## src/rtl/dac_ad56x4_pkg.sv

```systemverilog
// ============================================================================
// Module   : dac_ad56x4_pkg
// Purpose  : Shared constants, register map and FSM states for the AD56x4 driver.
// Revision : 1.0 - initial release
// ============================================================================
`default_nettype none

package dac_ad56x4_pkg;

  localparam int FRAME_W = 24;

  localparam logic [2:0] CMD_WR_IN  = 3'b000;
  localparam logic [2:0] CMD_UPD    = 3'b001;
  localparam logic [2:0] CMD_WR_UPD = 3'b011;
  localparam logic [2:0] ADDR_ALL   = 3'b111;

  localparam logic [2:0] REG_CTRL      = 3'd0;
  localparam logic [2:0] REG_CH_EN     = 3'd1;
  localparam logic [2:0] REG_SIGNED    = 3'd2;
  localparam logic [2:0] REG_STATUS    = 3'd3;
  localparam logic [2:0] REG_FRAME_CNT = 3'd4;

  typedef enum logic [1:0] {
    ST_IDLE  = 2'd0,
    ST_SHIFT = 2'd1,
    ST_GAP   = 2'd2
  } state_e;

endpackage

`default_nettype wire

```

## src/rtl/dac_spi_serializer.sv

```systemverilog
// ============================================================================
// Module   : dac_spi_serializer
// Purpose  : Shifts one 24-bit frame out on SYNC/SCLK/DIN, then enforces the SYNC-high gap.
// Revision : 1.0 - initial release
// ============================================================================
`default_nettype none

module dac_spi_serializer
  import dac_ad56x4_pkg::*;
#(
  parameter int SCLK_DIVIDER  = 2,
  parameter int SYNC_DURATION = 5
) (
  input  logic               clk,
  input  logic               reset,
  input  logic               start_i,
  input  logic [FRAME_W-1:0] frame_i,
  output logic               ready_o,
  output logic               busy_o,
  output logic               done_o,
  output logic               sync_o,
  output logic               sclk_o,
  output logic               din_o
);

  localparam int DIV_W = $clog2(SCLK_DIVIDER + 1);
  localparam int GAP_W = $clog2(SYNC_DURATION + 1);

  state_e             state_q, state_d;
  logic [DIV_W-1:0]   div_q, div_d;
  logic [5:0]         half_q, half_d;
  logic [GAP_W-1:0]   gap_q, gap_d;
  logic [FRAME_W-1:0] sh_q, sh_d;
  logic               sync_q, sync_d, sclk_q, sclk_d, din_q, din_d;
  logic               div_end;

  assign div_end = (div_q == DIV_W'(SCLK_DIVIDER - 1));
  // A new frame may start on the last gap cycle so SYNC stays high exactly SYNC_DURATION clk.
  assign ready_o = (state_q == ST_IDLE) ||
                   ((state_q == ST_GAP) && (gap_q == GAP_W'(SYNC_DURATION - 1)));
  assign busy_o  = (state_q == ST_SHIFT);
  assign done_o  = (state_q == ST_SHIFT) && div_end && (half_q == 6'd47);
  assign sync_o  = sync_q;
  assign sclk_o  = sclk_q;
  assign din_o   = din_q;

  always_comb begin
    state_d = state_q;
    div_d   = div_q;
    half_d  = half_q;
    gap_d   = gap_q;
    sh_d    = sh_q;
    sync_d  = sync_q;
    sclk_d  = sclk_q;
    din_d   = din_q;
    case (state_q)
      ST_IDLE, ST_GAP: begin
        if (state_q == ST_GAP) begin
          gap_d = gap_q + 1'b1;
          if (ready_o) state_d = ST_IDLE;
        end
        if (ready_o && start_i) begin
          state_d = ST_SHIFT;
          sync_d  = 1'b0;
          sclk_d  = 1'b1;
          sh_d    = frame_i;
          din_d   = frame_i[FRAME_W-1];
          div_d   = '0;
          half_d  = '0;
        end
      end
      ST_SHIFT: begin
        div_d = div_q + 1'b1;
        if (div_end) begin
          div_d  = '0;
          half_d = half_q + 1'b1;
          if (half_q == 6'd47) begin
            state_d = ST_GAP;
            sync_d  = 1'b1;
            sclk_d  = 1'b1;
            din_d   = 1'b0;
            gap_d   = '0;
          end else begin
            sclk_d = ~sclk_q;
            if (!sclk_q) begin
              sh_d  = {sh_q[FRAME_W-2:0], 1'b0};
              din_d = sh_q[FRAME_W-2];
            end
          end
        end
      end
      default: state_d = ST_IDLE;
    endcase
  end

  always_ff @(posedge clk or negedge reset) begin
    if (!reset) begin
      state_q <= ST_IDLE;
      div_q   <= '0;
      half_q  <= '0;
      gap_q   <= '0;
      sh_q    <= '0;
      sync_q  <= 1'b1;
      sclk_q  <= 1'b1;
      din_q   <= 1'b0;
    end else begin
      state_q <= state_d;
      div_q   <= div_d;
      half_q  <= half_d;
      gap_q   <= gap_d;
      sh_q    <= sh_d;
      sync_q  <= sync_d;
      sclk_q  <= sclk_d;
      din_q   <= din_d;
    end
  end

endmodule

`default_nettype wire

```

## src/rtl/dac_ad56x4_multich_drv.sv

```systemverilog
// ============================================================================
// Module   : dac_ad56x4_multich_drv
// Purpose  : Multi-channel AD56x4 SPI DAC driver: CSRs, sample hold, round-robin arbiter.
// Revision : 1.0 - initial release
// ============================================================================
`default_nettype none

module dac_ad56x4_multich_drv
  import dac_ad56x4_pkg::*;
#(
  parameter int N_CH          = 4,
  parameter int DATA_WIDTH    = 16,
  parameter int SCLK_DIVIDER  = 2,
  parameter int SYNC_DURATION = 5
) (
  input  logic                       clk,
  input  logic                       reset,
  input  logic [2:0]                 avsAdr,
  input  logic                       avsWr,
  input  logic [15:0]                avsWrData,
  input  logic                       avsRd,
  output logic [15:0]                avsRdData,
  input  logic [N_CH-1:0]            asiValid,
  input  logic [N_CH*DATA_WIDTH-1:0] asiData,
  output logic [N_CH-1:0]            asiRdy,
  output logic                       dacSync,
  output logic                       dacSclk,
  output logic                       dacDin
);

  localparam int CH_W = (N_CH > 1) ? $clog2(N_CH) : 1;

  logic [1:0]            ctrl_q;
  logic [N_CH-1:0]       chen_q, signed_q, pending_q, pending_d, accept;
  logic [15:0]           frame_cnt_q, rd_data_q, rd_mux, data16;
  logic [DATA_WIDTH-1:0] hold_q [N_CH];
  logic [CH_W-1:0]       next_q, next_d, sel, idx;
  logic                  sel_vld, upd_q, upd_d, start;
  logic                  ser_ready, ser_busy, ser_done;
  logic [FRAME_W-1:0]    frame;
  logic                  unused_wr_bits;

  assign unused_wr_bits = ^avsWrData;
  assign asiRdy    = {N_CH{ctrl_q[0]}} & chen_q & ~pending_q;
  assign accept    = asiValid & asiRdy;
  assign avsRdData = rd_data_q;

  generate
    for (genvar i = 0; i < N_CH; i++) begin : g_hold
      always_ff @(posedge clk or negedge reset) begin
        if (!reset)         hold_q[i] <= '0;
        else if (accept[i]) hold_q[i] <= asiData[i*DATA_WIDTH +: DATA_WIDTH]
                                         ^ {signed_q[i], {(DATA_WIDTH-1){1'b0}}};
      end
    end
  endgenerate

  // next_q is where the search starts: one past the last channel served.
  always_comb begin
    sel     = '0;
    idx     = '0;
    sel_vld = 1'b0;
    for (int k = N_CH - 1; k >= 0; k--) begin
      idx = CH_W'((int'(next_q) + k) % N_CH);
      if (pending_q[idx]) begin
        sel     = idx;
        sel_vld = 1'b1;
      end
    end
  end

  assign start = ser_ready && ctrl_q[0] && (sel_vld || upd_q);

  always_comb begin
    data16 = 16'(hold_q[sel]) << (16 - DATA_WIDTH);
    if (sel_vld) frame = {2'b00, (ctrl_q[1] ? CMD_WR_IN : CMD_WR_UPD), 3'(sel), data16};
    else         frame = {2'b00, CMD_UPD, ADDR_ALL, 16'h0000};
  end

  always_comb begin
    pending_d = pending_q;
    next_d    = next_q;
    upd_d     = upd_q;
    if (start && sel_vld) begin
      next_d = (sel == CH_W'(N_CH - 1)) ? '0 : sel + 1'b1;
      if (ctrl_q[1]) upd_d = 1'b1;
    end else if (start) begin
      upd_d = 1'b0;
    end
    for (int i = 0; i < N_CH; i++) begin
      if (start && sel_vld && (sel == CH_W'(i))) pending_d[i] = 1'b0;
      if (accept[i])                              pending_d[i] = 1'b1;
      if (!chen_q[i])                             pending_d[i] = 1'b0;
    end
  end

  always_comb begin
    rd_mux = '0;
    case (avsAdr)
      REG_CTRL:      rd_mux = {14'd0, ctrl_q};
      REG_CH_EN:     rd_mux = 16'(chen_q);
      REG_SIGNED:    rd_mux = 16'(signed_q);
      REG_STATUS:    rd_mux = (16'(pending_q) << 4) | {15'd0, ser_busy};
      REG_FRAME_CNT: rd_mux = frame_cnt_q;
      default:       rd_mux = '0;
    endcase
  end

  always_ff @(posedge clk or negedge reset) begin
    if (!reset) begin
      ctrl_q      <= '0;
      chen_q      <= '0;
      signed_q    <= '0;
      pending_q   <= '0;
      next_q      <= '0;
      upd_q       <= 1'b0;
      frame_cnt_q <= '0;
      rd_data_q   <= '0;
    end else begin
      pending_q <= pending_d;
      next_q    <= next_d;
      upd_q     <= upd_d;
      if (ser_done) frame_cnt_q <= frame_cnt_q + 16'd1;
      if (avsRd)    rd_data_q   <= rd_mux;
      if (avsWr) begin
        case (avsAdr)
          REG_CTRL:   ctrl_q   <= avsWrData[1:0];
          REG_CH_EN:  chen_q   <= avsWrData[N_CH-1:0];
          REG_SIGNED: signed_q <= avsWrData[N_CH-1:0];
          default:    ;
        endcase
      end
    end
  end

  dac_spi_serializer #(
    .SCLK_DIVIDER  (SCLK_DIVIDER),
    .SYNC_DURATION (SYNC_DURATION)
  ) u_ser (
    .clk     (clk),
    .reset   (reset),
    .start_i (start),
    .frame_i (frame),
    .ready_o (ser_ready),
    .busy_o  (ser_busy),
    .done_o  (ser_done),
    .sync_o  (dacSync),
    .sclk_o  (dacSclk),
    .din_o   (dacDin)
  );

endmodule

`default_nettype wire
```

## config.mk

```make
export PLATFORM = sky130hd
export DESIGN_NAME = dac_ad56x4_multich_drv
export DESIGN_NICKNAME = d
export VERILOG_FILES = /design/src/rtl/dac_ad56x4_pkg.sv /design/src/rtl/dac_spi_serializer.sv /design/src/rtl/dac_ad56x4_multich_drv.sv
export SDC_FILE = /design/constraint.sdc
export NUM_CORES = 1
export LEC_CHECK = 0
export ABC_AREA = 0
export BUFFER_PORTS_ARGS = -buffer_cell sky130_fd_sc_hd__buf_2
export CORE_MARGIN = 2
export CORE_UTILIZATION = 32
export CTS_CLUSTER_SIZE = 24
export DETAILED_ROUTE_END_ITERATION = 16
export GPL_TIMING_DRIVEN = 0
export PLACE_DENSITY_LB_ADDON = 0.15
export RECOVER_POWER = 100
export SYNTH_ARGS = -nofsm -noshare
export SYNTH_HDL_FRONTEND = slang
export SYNTH_HIERARCHICAL = 1
export SYNTH_SLANG_ARGS = --single-unit
```

## constraint.sdc

```tcl
create_clock -name clk -period 2.4 [get_ports clk]
set_clock_uncertainty 0.2 [all_clocks]
set_input_delay 0.12 -clock clk [delete_from_list [all_inputs] [get_ports clk]]
set_output_delay 0.12 -clock clk [all_outputs]
set_load 0.01 [all_outputs]
```

### Word-level counts from Yosys, hierarchy flattened

Cells that the tools add are included.

| word-level totals | value |
|---|---|
| flip-flop bits (word level) | 152 |
| bits in latches | 0 |
| memory bits (writable) | 0 |
| ROM bits | 0 |
| input port bits | 91 |
| output and inout bits | 23 |
| word-level logic and storage cells | 175 |
| memories kept | 0 |

| operators by class | value |
|---|---|
| add/sub/neg operators | 8 |
| multipliers | 0 |
| divide/modulo/power cells | 0 |
| magnitude comparators | 5 |
| equality and inequality tests | 26 |
| shift-type cells | 0 |
| multiplexer cells | 72 |
| bitwise gates (word level) | 11 |
| reduce and logical (&&, ||, !) cells | 30 |

Operator list:

| operator | count |
|---|---|
| 23-bit 2-to-1 mux | 4 |
| 16-bit case mux with 5 select lines | 1 |
| 16-bit bitwise XOR | 4 |
| 23-bit case mux with 2 select lines | 1 |
| 1-bit 2-to-1 mux | 33 |
| 16-bit binary-select mux with 2-bit select | 1 |
| 16-bit 2-to-1 mux | 2 |
| 2-bit 2-to-1 mux | 13 |
| 21-bit 2-to-1 mux | 1 |
| 16-bit by 1-bit adder with 16-bit output (second input constant) | 1 |
| 4-bit AND reduction | 4 |
| 3-bit by 1-bit inequality test with 1-bit output (second input constant) | 5 |
| 4-bit AND | 3 |
| 2-bit by 3-bit < comparator with 1-bit output (second input constant) | 4 |
| 6-bit 2-to-1 mux | 2 |
| 6-bit case mux with 2 select lines | 1 |
| 1-bit logical AND | 11 |
| 2-bit AND reduction | 5 |
| 3-bit 2-to-1 mux | 3 |
| 1-bit binary-select mux with 2-bit select | 4 |
| 2-bit by 1-bit inequality test with 1-bit output (second input constant) | 4 |
| 8-bit by 1-bit OR with 8-bit output | 1 |
| 2-bit case mux with 2 select lines | 2 |
| 2-bit by 1-bit adder with 2-bit output (second input constant) | 3 |
| 25 further kinds | 39 |

### Logic depth before layout (Yosys ltp)

Gate-level depths: netlist of the first run.

| depth | value |
|---|---|
| word-level depth | 14 |
| mapped depth | 11 |
| gate-level depth less buffers | 9 |

### Cells and area by module

The synthesis of the first run kept the hierarchy.

Modules (own cells, without submodules):

| module | times used | cells each | area an instance (um^2) | seq. area each (um^2) |
|---|---|---|---|---|
| dac_ad56x4_multich_drv | 1 | 434 | 5,372.7 | 2,827.7 |
| dac_spi_serializer | 1 | 172 | 2,247.2 | 978.4 |

### Worst setup path after synthesis of the first run

OpenSTA, ideal clock, no wires.

| path | value |
|---|---|
| path kind | reg2reg |
| start point | register u_ser.state_q[1] |
| end point | register frame_cnt_q[15] |
| setup time | 0.079 ns |
| data arrival time | 2.251 ns |
| required time | 2.121 ns |
| setup slack | -0.130 ns |
| stages on the path, launching flop included | 11 |
| path buffers | 3 |
| period minus slack after synthesis | 2.530 ns |
| cell sequence | dfrtp_1 inv_1 ha_1 buf_4 buf_2 buf_2 and3_1 and4_1 and4_1 and3_1 xor2_1 |

| between the ends | value |
|---|---|
| cells in the longest elaborated chain, start to end | 3 |

Ends and longest elaborated chain:

| item | line | RTL |
|---|---|---|
| start: declaration | dac_spi_serializer.sv:29 | `state_e state_q, state_d;` |
| start signal: assignment | dac_spi_serializer.sv:107 | `state_q <= state_d;` |
| 2-bit by 1-bit == test with 1-bit output | - |  |
| via ser_busy | dac_ad56x4_multich_drv.sv:39 | `logic ser_ready, ser_busy, ser_done;` |
| 1-bit logical AND (2 in a row) | dac_spi_serializer.sv:42 | `assign done_o = (state_q == ST_SHIFT) && div_end && (half_q == 6'd47);` |
| via ser_done | dac_ad56x4_multich_drv.sv:39 |  |
| end signal: assignment | dac_ad56x4_multich_drv.sv:123 | `if (ser_done) frame_cnt_q <= frame_cnt_q + 16'd1;` |
| end: declaration | dac_ad56x4_multich_drv.sv:35 | `logic [15:0] frame_cnt_q, rd_data_q, rd_mux, data16;` |

The timed path passes the listed nets, and every way through them passes these cells.
A chain may end at the register's enable or synchronous reset.

### Worst setup path in the final report of the first run

| path | value |
|---|---|
| start point | register pending_q[0] |
| end point | register u_ser.sh_q[18] |

| between the ends | value |
|---|---|
| cells in the longest elaborated chain, start to end | 11 |
| elaborated cells on any way between the ends | 20 |
| classes of those cells | eq/ne: 1; mux: 15; reduce/logical: 4 |

Ends and longest elaborated chain:

| item | line | RTL |
|---|---|---|
| start: declaration | dac_ad56x4_multich_drv.sv:34 | `logic [N_CH-1:0] chen_q, signed_q, pending_q, pending_d, accept;` |
| start signal: assignment | dac_ad56x4_multich_drv.sv:120 | `pending_q <= pending_d;` |
| 1-bit binary-select mux with 2-bit select | dac_ad56x4_multich_drv.sv:65 | `if (pending_q[idx]) begin` |
| 1-bit 2-to-1 mux (implied by the code) | dac_ad56x4_multich_drv.sv:65 |  |
| 1-bit 2-to-1 mux (3 in a row) | dac_ad56x4_multich_drv.sv:65 |  |
| 1-bit 2-to-1 mux * | dac_ad56x4_multich_drv.sv:65 |  |
| 1-bit logical OR * | dac_ad56x4_multich_drv.sv:72 | `assign start = ser_ready && ctrl_q[0] && (sel_vld \|\| upd_q);` |
| 1-bit logical AND * | dac_ad56x4_multich_drv.sv:72 |  |
| via start | dac_ad56x4_multich_drv.sv:38 | `logic sel_vld, upd_q, upd_d, start;` |
| 1-bit logical AND * | dac_spi_serializer.sv:62 | `if (ready_o && start_i) begin` |
| 2-bit by 1-bit inequality test with 1-bit output (no source line) * | - |  |
| 5-bit AND reduction (no source line) * | - |  |
| end signal: assignment | dac_spi_serializer.sv:102 | `sh_q <= '0;` |
| end signal: assignment | dac_spi_serializer.sv:111 | `sh_q <= sh_d;` |
| end: declaration | dac_spi_serializer.sv:33 | `logic [FRAME_W-1:0] sh_q, sh_d;` |

The timed path passes the listed nets; every way through them passes the cells marked *. The select of a mux whose other input is x is not followed.

==> results of run 1 <==
[flip-flops by register name (all words and copies together) (netlist names), 3 cells and up]
signal / count
avsRdData: 16
u_ser/gap_q: 3
frame_cnt_q: 16
signed_q: 4
hold_q: 64
pending_q: 4
chen_q: 4
u_ser/half_q: 6
u_ser/sh_q: 23
[layout by cell type, fill, tap and decap left out, types with 4 or more instances in the layout]
cell	n
nand2b_1	5
a21oi_1	19
buf_6	7
nand3_1	17
mux2_4	19
dfrtp_1	147
clkbuf_16	18
mux2i_1	33
buf_2	86
dlygate4sd3_1	76
buf_12	5
buf_4	40
inv_6	4
mux2_2	94
nand2_2	5
xnor2_1	16
nor2_1	18
nand2_1	31
inv_1	16
mux2_1	6
o21ai_0	17
inv_8	5
a22oi_1	7
nand3b_1	4
buf_8	4
clkbuf_1	26
ha_1	8
nor2b_1	4
o22ai_1	18
nand4_1	4
[worst max-delay path, cell delays in order (launching register included)]
cell       delay [ps]
dfrtp_1           370
buf_6             130
or4_4             500
o21a_4            230
a22oi_4           200
a21o_4            220
clkbuf_16         190
mux2_4            290
[per-stage QoR]
| step | setup slack [ps] | cell area [µm²] | setup TNS [ps] | utilization (%) |
|---|---|---|---|---|
| 4_1_cts | -78.6 | 10200 | -1170 | 43.6 |
| 2_1_floorplan | -38.7 | 7680 | -753 | - |
| 6_report | -47.2 | 10400 | -337 | 44.3 |
| 5_1_grt | -109 | 10400 | -4490 | 44.3 |
| 3_5_place_dp | -423 | 8610 | -9890 | 36.8 |
| 3_3_place_gp | -1300 | 8580 | -203140 | 36.6 |
[power by group through the flow]
stage / registers (µW) / logic (µW) / clock network [µW]
after floorplan: 3770 / 2720 / 0
after global placement: 3880 / 3410 / 0
after detailed placement: 3930 / 3500 / 0
after CTS: 3880 / 3850 / 2960
after global routing: 4010 / 4330 / 3070
final: 3900 / 3990 / 2870
[cell type report]
cell class,instances,area [µm²],share of cell area (%)
plain buffers,29,287,2.77
repair buffers,217,1600,15.4
inverters,19,78.8,0.761
diodes,2,5.00,0.0483
well taps,319,399,3.85
flip-flops and latches,152,3810,36.8
multi-input cells,406,3550,34.3
clock buffers,18,429,4.14
clock inverters,14,203,1.96
[cell families (layout without fill, tap and decap cells)]
| kind of cell | count (synthesis) | count (layout) | synth area share, % |
|---|---|---|---|
| multiplexers | 155 | 155 | 23.3 |
| flip-flops | 152 | 152 | 50.0 |
| AND/OR/NAND/NOR | 125 | 125 | 9.44 |
| AO/OA/AOI/OAI | 92 | 92 | 8.65 |
| buffers and inverters | 50 | 297 | 4.50 |
| XOR/XNOR | 19 | 19 | 2.18 |
| adder cells (fa/ha/maj) | 12 | 12 | 1.97 |
| other | 1 | 5 | 0.0492 |
[per-layer routing]
| layer | vias up | wire length, µm | global-route usage (%) |
|---|---|---|---|
| met3 | 34 | 723 | 3.81 |
| met5 | - | 0 | 0 |
| li1 | 2648 | - | - |
| met1 | 2684 | 8740 | 20.2 |
| met4 | 0 | 434 | 5.58 |
| met2 | 112 | 9460 | 27.3 |
[worst max path at each step]
stage | to | slack, ps | cells after the start
2_1_floorplan | u_ser/sh_q[14] | -40 | 7
3_3_place_gp | hold_q[19] | -1300 | 1
3_5_place_dp | frame_cnt_q[15] | -420 | 10
4_1_cts | u_ser/sh_q[15] | -80 | 7
5_1_grt | u_ser/sh_q[16] | -110 | 7
6_report | u_ser/sh_q[18] | -50 | 7
[repair_timing]
action | in CTS | in global routing
endpoints found under the hold margin | 149 | 0
resized for setup | 17 | 9
hold buffers | 76 | 0
pin swaps | 1 | 3
buffers inserted | 15 | 24
cloned | 1 | 1
endpoints found under the setup margin | 44 | 38
==> flow_summary.json, run 1 <==
{
  "rsz0062_at_grt": "yes",
  "synth.distinct_cells": 70,
  "end_kind": "register",
  "synthCells": 606,
  "cap_violations": 1,
  "grt_overflow": 0,
  "startpoint": "pending_q[0]",
  "antenna_found_initial": 2,
  "relSlewSlack_pct": -14.5,
  "cts.path.max_buffers": 2,
  "p_clk_share_pct": 26.7,
  "fmax_ghz": 0.409,
  "post-dp-hpwl_um": 13000,
  "violations": "max-capacitance violations, max-slew violations, negative setup slack",
  "cts_root_buf": "clkbuf_16",
  "ios": 114,
  "drc": 0,
  "core_um2": 23400,
  "rrSetupSlack_ps": -50,
  "final_hold_viol_count": 0,
  "grt_pass1_vias": 5800,
  "switching_share_pct": 31.6,
  "die_x_um": 158,
  "start_kind": "register",
  "synth_most_common_cell": "dfrtp_1",
  "power_density_nw_per_um2": 1040,
  "grt_pass1_wl_um": 30700,
  "drive_above_1_share_pct": 39.4,
  "area_growth_pct": 35.9,
  "netSwitchingPower_uw": 3400,
  "dr_total_vias": 5478,
  "ant_nets": 0,
  "clk_latency_ps": 420,
  "place_congestion": 0.795,
  "synth_area_leader_cell": "dfrtp_1",
  "syn_avg_cell_area_um2": 12.6,
  "synth_common_cells": "dfrtp_1 (150), mux2_2 (94), mux2i_1 (36), nand2_1 (31), nor2_1 (20)",
  "routed_wirelength_um": 19400,
  "design.die.area_um2": 25100,
  "cts_buffers": 17,
  "hold_class": "input pin to register",
  "cts_tree": "done",
  "r2r-start": "pending_q[0]",
  "p_leak_uw": 0.00483,
  "vdd_drop_max_uv": 445,
  "cts_num_sinks": 152,
  "grt_max_degree": 89,
  "portBuffers": 99,
  "wl_per_cell_um": 16.5,
  "synth_warnings": 6,
  "post-route-min-period_ps": 2450,
  "r2r-end": "u_ser/sh_q[18]",
  "fin_nets": 945,
  "synth-seq-area-share_pct": 50.0,
  "synth.top_cell.area_share_pct": 49.3,
  "syn_area_um2": 7620,
  "tightest_slew_ps": 1720,
  "synthFlopType": "dfrtp_1",
  "critPathKind": "register to register",
  "netlist_top_cells_area": "dfrtp_1 (49%), mux2_2 (14%), mux2i_1 (4.7%), mux2_4 (3.7%), ha_1 (2.0%)",
  "internal-power_uw": 7360,
  "vias_per_cell": 4.66,
  "dr.pass1.iters": 5,
  "holdWs_ps": 42.3,
  "setup_ws_ps": -47.2,
  "final_cells": 1176,
  "holdCritStartpoint": "avsAdr[0]",
  "synth_edf_count": 0,
  "status": "complete, but fails checks",
  "arrival_ps": 2550,
  "synth-async-reset-ratio_pct": 100,
  "die_h_um": 158,
  "clkTransAtPathRegs_ps": 60,
  "power_frac_seq_pct": 36.2,
  "fill_cells": 2212,
  "placedCellCount": 1027,
  "htree_levels": 4,
  "drt_iter0_drc": 221,
  "crit_fanout": 6,
  "power_uw": 10800,
  "hold-path-endpoint": "avsRdData[0]",
  "slew_violations": 65,
  "start_util_pct": 32.6,
  "holdPathStages": 3,
  "reg2reg_depth": 7,
  "period_share_pct": 102,
  "grt.total_usage_pct": 16.1,
  "required_ps": 2510,
  "synth_seq_cells": 152,
  "p_comb_share_pct": 37.1,
  "num_rows": 56,
  "setup_violations": 17
}
Power figures use the tool's default switching activity.
==> run 2, diff against run 1 <==
--- a/config.mk
+++ b/config.mk
@@ -16,5 +16,4 @@
 export RECOVER_POWER = 100
 export SYNTH_ARGS = -nofsm -noshare
 export SYNTH_HDL_FRONTEND = slang
-export SYNTH_HIERARCHICAL = 1
 export SYNTH_SLANG_ARGS = --single-unit
==> run 2 against run 1 <==
Net effect:
- the run ends with max-capacitance violations, max-slew violations left
- sequential share of layout area rose by 3.6 points
- clock power decreased by 5%
- sequential power grew 5%
- cell count decreased by 1.4%
- maximum frequency grew 5.4%
- global-route usage is 1.0 points higher
- critical path depth stayed put
- highest routed layer unchanged
- clock-buffer cell count rose by 2
- die area shrank 5.5%
- sequential cell count unchanged
- non-clock buffer count is 29 lower
==> flow_summary.json, run 2 <==
{
  "status": "complete, but fails checks",
  "violations": "max-capacitance violations, max-slew violations",
  "hold_class": "input pin to register",
  "cts_num_sinks": 152,
  "drt_iter0_drc": 363,
  "cts.path.max_buffers": 2,
  "cts_root_buf": "clkbuf_16",
  "holdPathStages": 3,
  "syn_avg_cell_area_um2": 10.7,
  "design.die.area_um2": 23700,
  "relSlewSlack_pct": -12.9,
  "fmax_ghz": 0.431,
  "grt_pass1_wl_um": 31600,
  "layout_common_cells": "dfrtp_1 (150), buf_2 (84), dlygate4sd3_1 (75)",
  "synth.distinct_cells": 47,
  "grt_overflow": 0,
  "post-route-min-period_ps": 2320,
  "die_h_um": 154,
  "clkTransAtPathRegs_ps": 70,
  "max_stage_delay_ps": 380,
  "crit_chain": "buf_2, mux2i_1, a2bb2oi_2, clkbuf_1, nand3_1, a31oi_1, a21o_1",
  "cts_tree": "done",
  "p_leak_uw": 0.00419,
  "synth_edf_count": 0,
  "htree_levels": 4,
  "largest_register": "hold_q",
  "fin_nets": 966,
  "multiInputGateArea_um2": 3150,
  "wl_per_cell_um": 16.9,
  "post-route-util_pct": 43.0,
  "slew_violations": 65,
  "period_share_pct": 96.8,
  "crit_slowest_cell": "clkbuf_1",
  "start_kind": "register",
  "rsz0062_at_grt": "yes",
  "start_util_pct": 32.8,
  "antenna_found_initial": 0,
  "synth_seq_cells": 152,
  "antennaDiodeCount": 0,
  "grt_pass1_vias": 5872,
  "grt.total_usage_pct": 17.1,
  "ant_nets": 0,
  "grt_max_degree": 89,
  "synth_warnings": 0,
  "num_rows": 54,
  "cts_buffers": 17,
  "vias_per_cell": 4.96,
  "required_ps": 2570,
  "die_x_um": 154,
  "routed_wirelength_um": 19600,
  "synthCells": 670,
  "synth-seq-area-share_pct": 52.9,
  "portBuffers": 98,
  "power_density_nw_per_um2": 1070,
  "tightest_slew_ps": 1690,
  "final_cells": 1160,
  "vdd_drop_max_uv": 488,
  "dr_total_vias": 5757,
  "layout_commonest_cell": "dfrtp_1",
  "synth_common_cells": "dfrtp_1 (150), mux2_2 (73), nand2_1 (61), o21ai_0 (57), nand3_1 (44)",
  "area_growth_pct": 31.2,
  "synth_most_common_cell": "dfrtp_1",
  "synth.top_cell.area_share_pct": 52.2,
  "critPathKind": "register to register",
  "synthFlopType": "dfrtp_1",
  "cap_violations": 1,
  "syn_area_um2": 7190,
  "regArea_um2": 3810,
  "crit_fanout": 10,
  "synth-async-reset-ratio_pct": 100,
  "top_regs": "hold_q: 64 flops, u_ser.sh_q: 23 flops",
  "end_kind": "register",
  "place_congestion": 0.814,
  "drive_above_1_share_pct": 24.1,
  "netlist_top_cells_area": "dfrtp_1 (52%), mux2_2 (11%), o21ai_0 (4.0%), nand2_1 (3.2%), nand3_1 (3.1%)",
  "final_hold_viol_count": 0,
  "largest_register_ffs": 64,
  "synthesis.nets": 769,
  "core_um2": 22000,
  "setup_violations": 0,
  "arrival_ps": 2490,
  "clk_latency_ps": 430,
  "fin_setup_tns_ps": 0,
  "synth_area_leader_cell": "dfrtp_1",
  "post-dp-hpwl_um": 14100,
  "drc": 0,
  "reg2reg_depth": 7,
  "placedCellCount": 1049,
  "fill_cells": 2117,
  "ios": 114,
  "dr.pass1.iters": 4,
  "holdWs_ps": 4.78
}
## run 2: final cells by class
type	count	area share [%]
clock inverters	12	1.50
inverters	24	0.981
multi-input cells	455	33.3
flip-flops and latches	152	40.3
clock buffers	20	4.84
well taps	280	3.71
plain buffers	39	1.92
repair buffers	178	13.4
## run 2: worst max-delay path, delay by kind of cell (launching register included)
kind,cells,cell delay [ps]
DFF,1,310
muxes,1,160
buffers and inverters,2,600
AOI/OAI and AO/OA,3,880
and+or+nand+nor,1,120
## run 2: power breakdown
| part | switching [µW] | internal (µW) |
|---|---|---|
| clock network | 1120 | 1600 |
| registers | 615 | 3460 |
| logic | 1810 | 1500 |
## run 2: worst paths after layout
kind	from	end	slack (ps)
hold reg to reg	u_ser.sh_q[22]	u_ser.sh_q[22]	270
setup reg to reg	pending_q[3]	u_ser.sh_q[13]	80
setup / recovery	pending_q[3]	u_ser.sh_q[13]	80
max in group asynchronous	reset	u_ser.sync_o	270
hold / removal	avsAdr[2]	avsRdData[1]	5
min in group asynchronous	reset	hold_q[19]	500
## run 2: stage by stage
stage	setup slack [ps]	cell area, µm²	total power (µW)
2_1_floorplan	299	7190	6210
3_3_place_gp	-1310	8030	7180
3_5_place_dp	-132	8070	7300
4_1_cts	16.0	9450	10200
5_1_grt	-58.4	9430	10800
6_report	77.9	9430	10100
## run 2: kinds of logic after synthesis
group | after synthesis | synth area share (%)
AND/OR/NAND/NOR | 187 | 12.5
flip-flops | 152 | 52.9
AO/OA/AOI/OAI | 150 | 13.4
multiplexers | 87 | 13.4
buffers and inverters | 63 | 3.64
XOR/XNOR | 23 | 2.80
adder cells (fa/ha/maj) | 8 | 1.39
## run 2: metal layers
layer | global-route usage [%] | vias up | share of wire, %
met5 | 0 | - | 0
met4 | 4.85 | 0 | 1.1
met3 | 2.73 | 18 | 2.9
met2 | 30.1 | 100 | 51
met1 | 21.9 | 2862 | 45
li1 | - | 2777 | -
## run 2: what timing repair did
action,in CTS,in global routing
gates cloned,0,0
hold buffers,75,0
gates resized for setup,3,14
setup buffers,2,2
pin swaps,1,1
endpoints found under the hold margin,144,0
endpoints found under the setup margin,13,29
